$ cat src/rtl/lagarto_pmu_counter_bank.sv
// Programmable PMU counter bank: NUM_CNT counters, each counting one selectable event.
// Provides sticky overflow flags, an overflow interrupt, a post-reset wake-up hold and a register access port.
module lagarto_pmu_counter_bank #(
   parameter int NUM_EVENTS  = 23,
   parameter int NUM_CNT     = 4,
   parameter int CNT_W       = 48,
   parameter int WAKE_CYCLES = 32768
) (
   input  logic                  clk_i,
   input  logic                  reset_l,
   input  logic [NUM_EVENTS-1:0] events_i,
   input  logic                  req_i,
   input  logic                  we_i,
   input  logic [7:0]            addr_i,
   input  logic [63:0]           wdata_i,
   output logic [63:0]           rdata_o,
   output logic                  ack_o,
   output logic                  irq_o,
   output logic                  ready_o
);

   localparam int WAKE_W = $clog2(WAKE_CYCLES + 1);
   localparam logic [WAKE_W-1:0] WAKE_MAX = WAKE_W'(WAKE_CYCLES);

   typedef enum logic [1:0] {
      CLS_CNT = 2'd0,
      CLS_CFG = 2'd1,
      CLS_OVF = 2'd2,
      CLS_GLB = 2'd3
   } reg_class_e;

   logic [WAKE_W-1:0]  wake_reg;
   logic [CNT_W-1:0]   cnt_reg [NUM_CNT];
   logic [7:0]         sel_reg [NUM_CNT];
   logic [NUM_CNT-1:0] en_reg;
   logic [NUM_CNT-1:0] ie_reg;
   logic [NUM_CNT-1:0] frz_reg;
   logic [NUM_CNT-1:0] ovf_reg;
   logic               gen_reg;
   logic               ack_reg;
   logic [63:0]        rdata_reg;
   logic [63:0]        rdata_next;

   reg_class_e         cls;
   logic [5:0]         idx;
   logic               wr;
   logic               clear_all;
   logic               ovf_w1c;
   logic [255:0]       ev_pad;
   logic [NUM_CNT-1:0] hit;
   logic [NUM_CNT-1:0] cnt_wr;
   logic [NUM_CNT-1:0] cfg_wr;
   logic [NUM_CNT-1:0] inc;
   logic [NUM_CNT-1:0] ovf_set;
   logic               unused_wdata;

   assign cls       = reg_class_e'(addr_i[7:6]);
   assign idx       = addr_i[5:0];
   assign wr        = req_i & we_i;
   assign clear_all = wr && (cls == CLS_GLB) && wdata_i[1];
   assign ovf_w1c   = wr && (cls == CLS_OVF);
   // Zero padding makes any sel >= NUM_EVENTS select a constant 0, so it never counts.
   assign ev_pad    = 256'(events_i);
   assign unused_wdata = ^wdata_i;

   assign ready_o = (wake_reg == WAKE_MAX);
   assign irq_o   = |(ovf_reg & ie_reg);
   assign ack_o   = ack_reg;
   assign rdata_o = rdata_reg;

   genvar gi;
   generate
      for (gi = 0; gi < NUM_CNT; gi++) begin : g_cnt
         assign hit[gi]    = (idx == 6'(gi));
         assign cnt_wr[gi] = wr && (cls == CLS_CNT) && hit[gi];
         assign cfg_wr[gi] = wr && (cls == CLS_CFG) && hit[gi];
         assign inc[gi]    = ready_o & gen_reg & en_reg[gi] & ev_pad[sel_reg[gi]]
                             & ~(frz_reg[gi] & ovf_reg[gi]);
         // A same-cycle counter write suppresses the increment and therefore its overflow.
         assign ovf_set[gi] = inc[gi] & ~cnt_wr[gi] & (&cnt_reg[gi]);
      end
   endgenerate

   always_ff @(posedge clk_i or negedge reset_l) begin
      if (!reset_l) begin
         wake_reg <= '0;
      end else if (wake_reg != WAKE_MAX) begin
         wake_reg <= wake_reg + 1'b1;
      end
   end

   always_ff @(posedge clk_i or negedge reset_l) begin
      if (!reset_l) begin
         for (int i = 0; i < NUM_CNT; i++) begin
            cnt_reg[i] <= '0;
            sel_reg[i] <= '0;
         end
         en_reg  <= '0;
         ie_reg  <= '0;
         frz_reg <= '0;
         ovf_reg <= '0;
         gen_reg <= 1'b0;
      end else begin
         for (int i = 0; i < NUM_CNT; i++) begin
            if (clear_all) begin
               cnt_reg[i] <= '0;
               ovf_reg[i] <= 1'b0;
            end else begin
               if (cnt_wr[i]) begin
                  cnt_reg[i] <= wdata_i[CNT_W-1:0];
               end else if (inc[i]) begin
                  cnt_reg[i] <= cnt_reg[i] + 1'b1;
               end
               ovf_reg[i] <= (ovf_reg[i] & ~(ovf_w1c & wdata_i[i])) | ovf_set[i];
            end
            if (cfg_wr[i]) begin
               sel_reg[i] <= wdata_i[7:0];
               en_reg[i]  <= wdata_i[8];
               ie_reg[i]  <= wdata_i[9];
               frz_reg[i] <= wdata_i[10];
            end
         end
         if (wr && (cls == CLS_GLB)) begin
            gen_reg <= wdata_i[0];
         end
      end
   end

   // Read data samples state before this cycle's updates.
   always_comb begin
      rdata_next = '0;
      if (req_i && !we_i) begin
         case (cls)
            CLS_CNT: begin
               for (int i = 0; i < NUM_CNT; i++) begin
                  if (hit[i]) rdata_next = 64'(cnt_reg[i]);
               end
            end
            CLS_CFG: begin
               for (int i = 0; i < NUM_CNT; i++) begin
                  if (hit[i]) rdata_next = {53'b0, frz_reg[i], ie_reg[i], en_reg[i], sel_reg[i]};
               end
            end
            CLS_OVF: rdata_next = 64'(ovf_reg);
            default: rdata_next = {63'b0, gen_reg};
         endcase
      end
   end

   always_ff @(posedge clk_i or negedge reset_l) begin
      if (!reset_l) begin
         ack_reg   <= 1'b0;
         rdata_reg <= '0;
      end else begin
         ack_reg   <= req_i;
         rdata_reg <= rdata_next;
      end
   end

endmodule

$ cat config.mk
export PLATFORM = sky130hd
export DESIGN_NAME = lagarto_pmu_counter_bank
export DESIGN_NICKNAME = d
export VERILOG_FILES = /design/src/rtl/lagarto_pmu_counter_bank.sv
export SDC_FILE = /design/constraint.sdc
export NUM_CORES = 1
export LEC_CHECK = 0
export BUFFER_PORTS_ARGS = -buffer_cell sky130_fd_sc_hd__buf_4
export CORE_ASPECT_RATIO = 0.6
export CORE_MARGIN = 1.5
export CORE_UTILIZATION = 35
export DETAILED_ROUTE_END_ITERATION = 6
export PLACE_DENSITY = 0.63
export SLEW_MARGIN = 15
export SYNTH_ARGS = -nofsm -noshare
export SYNTH_HDL_FRONTEND = slang
export SYNTH_SLANG_ARGS = --single-unit
$ cat constraint.sdc
create_clock -name clk_i -period 3.25 [get_ports clk_i]
set_input_delay 0.1625 -clock clk_i [delete_from_list [all_inputs] [get_ports clk_i]]
set_output_delay 0.1625 -clock clk_i [all_outputs]
set_load 0.01 [all_outputs]
==> results_dict.tcl <==
set metrics [dict create \
    largest_register_ffs 192 \
    finalInstanceArea_um2 21500 \
    syn_avg_cell_area_um2 9.09 \
    worst_hold_slack_across_all_endpoints_ns 0.0163 \
    post_detailed_routing_wire_length_um 72100 \
    finalSetupViolations 0 \
    final.min_clock_period_ns 3.03 \
    ys_warn_count 0 \
    hold_viol_final 0 \
    result_of_the_run "finished clean" \
    worst_ep_arrival_time_ns 3.47 \
    grt_pass1_wl_um 107000 \
    coreArea_um2 51400 \
    clock_skew_ns 0.0197 \
    synth_register_bits 306 \
    drive_gt1_share_pct 17.4 \
    synthToLayoutAreaGrowth_pct 17.1 \
    kind_of_start_point_of_the_critical_path "register" \
    drtAntennaViolNets 0 \
    worst-endpoint-required_ns 3.69 \
    async_reset_ff_share_pct 100 \
    min-delay-path-class "in -> reg" \
    yosys.area_share.xor_xnor_pct 6.14 \
    synth.mux.area_fraction_pct 7.02 \
    layout_common_cells "306 x sky130_fd_sc_hd__dfrtp_1, 228 x sky130_fd_sc_hd__a21oi_1, 200 x sky130_fd_sc_hd__buf_4, 180 x sky130_fd_sc_hd__o21ai_0, 142 x sky130_fd_sc_hd__nand2_1" \
    port-buffer-count 133 \
    worstSetupPathType "reg -> reg" \
    detailedRoute.firstIterationViolations 3047 \
    synth-adder-area-share_pct 0.408 \
    h-tree-depth 2 \
    dp.final_hpwl_um 53500 \
    first_pass_iters 6 \
    via_count_of_the_first_global_routing_pass 16500 \
    power.leakage_nw 8.41 \
    synth_compound_area_share_pct 20.7 \
    clkSlewWorstSetupHoldPaths_ns 0.07 \
    setup-tns-final_ns 0 \
    max-vdd-ir-drop_mv 0.353 \
    synth_top_family_by_area "compound AO/OA/AOI/OAI gates" \
    netlist_instances 2025 \
    report.power.total_w 0.00919 \
    power.density_nw_per_um2 427 \
    tritoncts "yes" \
    maxSlewHeadroom_pct 26.1 \
    cts_root_buf "sky130_fd_sc_hd__clkbuf_16" \
    die_height_um 181 \
    via_per_inst 6.15 \
    largest_net_degree_at_the_start_of_global_routing 100 \
    placed_cells_incl_taps 2780 \
    postCtsSetupBuffers 0 \
    synth_sequential_area_ratio_pct 41.6 \
    critical_path_peak_fanout 16 \
    ys_types 80 \
    maxCapViolations 0 \
    final-max-slew-violation-count 0 \
    synth_edf_count 0 \
    synth-main-ff-cell "sky130_fd_sc_hd__dfrtp_1" \
    antenna_found_initial 7 \
    slew_at_the_pin_with_the_worst_max_slew_slack_ns 1.10 \
    clk_latency_ns 0.54 \
    post-route-period-util_pct 93.1 \
    synth.area.top_cells "sky130_fd_sc_hd__dfrtp_1 42%, sky130_fd_sc_hd__a21oi_1 6.2%, sky130_fd_sc_hd__o21ai_0 4.9%" \
    floorplan.initialDensity_pct 35.8 \
    drc 0 \
    maxClockFrequency_mhz 330 \
    rows 64 \
    synth_simple_gate_area_share_pct 19.6 \
    global_route.usage.total_pct 26.2 \
    design.portCount 166 \
    mappedNetlistArea_um2 18400 \
    clock-sinks 306 \
    yosysTopAreaCellShare_pct 41.6 \
    final_net_count 2240 \
    vias 17600 \
    final_common_cell "sky130_fd_sc_hd__dfrtp_1" \
    grt-ovfl-total 0 \
    die_w_um 299 \
    cts_buffers 34 \
    rsz0062_at_grt "false" \
    routed_wire_length_per_instance_um 25.3 \
    design.die.area_um2 54000 \
    final-instance-count-excl-fill 2853 \
    gpl_congestion 0.994 \
    place_area_um2 20300 \
    ctsLongestPathBuffers 3 \
    netlist.top_cell.by_area "sky130_fd_sc_hd__dfrtp_1" \
    critical_path.endpoint_type "register" \
]
worst max-delay path: stages, from the launching register on:
cell                      delay (ns)
sky130_fd_sc_hd__dfrtp_1        0.39
sky130_fd_sc_hd__inv_1          0.10
sky130_fd_sc_hd__ha_1           0.17
sky130_fd_sc_hd__nor4b_1        0.42
sky130_fd_sc_hd__nand4_1        0.51
sky130_fd_sc_hd__nor4_2         0.59
sky130_fd_sc_hd__buf_4          0.23
sky130_fd_sc_hd__o21ai_1        0.06
sky130_fd_sc_hd__buf_4          0.21
sky130_fd_sc_hd__o21ai_0        0.23
report_power, final:
part	total, W	switching (W)	internal, W
registers	0.00434	0.000342	0.00400
clock network	0.00398	0.00167	0.00230
logic	0.000871	0.000510	0.000362
total	0.00919	0.00253	0.00666
cells by family (layout without fill, tap and decap cells):
| logic type | after synthesis | count (layout) |
|---|---|---|
| buffers and inverters | 184 | 302 |
| AO/OA/AOI/OAI | 633 | 633 |
| other | 1 | 18 |
| adder cells (fa/ha/maj) | 6 | 6 |
| flip-flops | 306 | 306 |
| multiplexers | 97 | 97 |
| AND/OR/NAND/NOR | 669 | 669 |
| XOR/XNOR | 129 | 129 |
through the flow:
stage | utilization, % | worst slack, ns
floorplan | - | 0.831
global placement | 39.5 | 0.348
detailed placement | 39.5 | 0.295
CTS | 41.9 | 0.287
global route | 41.9 | 0.00853
finish | 41.9 | 0.224
repair_timing:
action / 4_1_cts / 5_1_grt
hold endpoints to repair: 110 / 0
resized for setup: 0 / 0
endpoints found under the setup margin: 0 / 0
hold buffers: 12 / 0
layout make-up:
cell class / count / area (µm²)
Fill cell: 5050 / 29900
Multi-Input combinational cell: 1550 / 10000
Sequential cell: 306 / 7660
Timing Repair Buffer: 221 / 1800
Clock buffer: 49 / 1000
Tap cell: 693 / 867
Clock inverter: 10 / 103
Inverter: 22 / 83.8
Antenna cell: 2 / 5.00
Yosys cell counts (all sizes together) (32+ instances only):
cell and instances:
a21oi 228, a22oi 99, and3 44, buf 52, clkbuf 110, dfrtp 306
mux2 44, mux2i 32, nand2 148, nand3 94, nand4 56, nor2 105
nor3 85, nor4 47, o211ai 34, o21ai 184, xnor2 89, xor2 40
worst paths after layout:
check	startpoint	end	slack (ns)	depth (start not counted)
max	wake_reg[0]	cnt_reg[186]	0.22	9
min	wdata_i[40]	cnt_reg[184]	0.02	3
max reg2reg	wake_reg[0]	cnt_reg[186]	0.22	9
min reg2reg	wake_reg[15]	wake_reg[15]	0.53	1
max in group asynchronous	reset_l	rdata_o[15]	1.95	3
min in group asynchronous	reset_l	cnt_reg[189]	0.28	2
routing by layer:
metal | routed length (µm) | track usage (%)
met3 | 11300 | 10.3
met1 | 32200 | 40.7
met5 | 0 | 0
met4 | 1120 | 4.63
met2 | 27500 | 33.7
No activity file was read; power rests on OpenSTA's default activity.
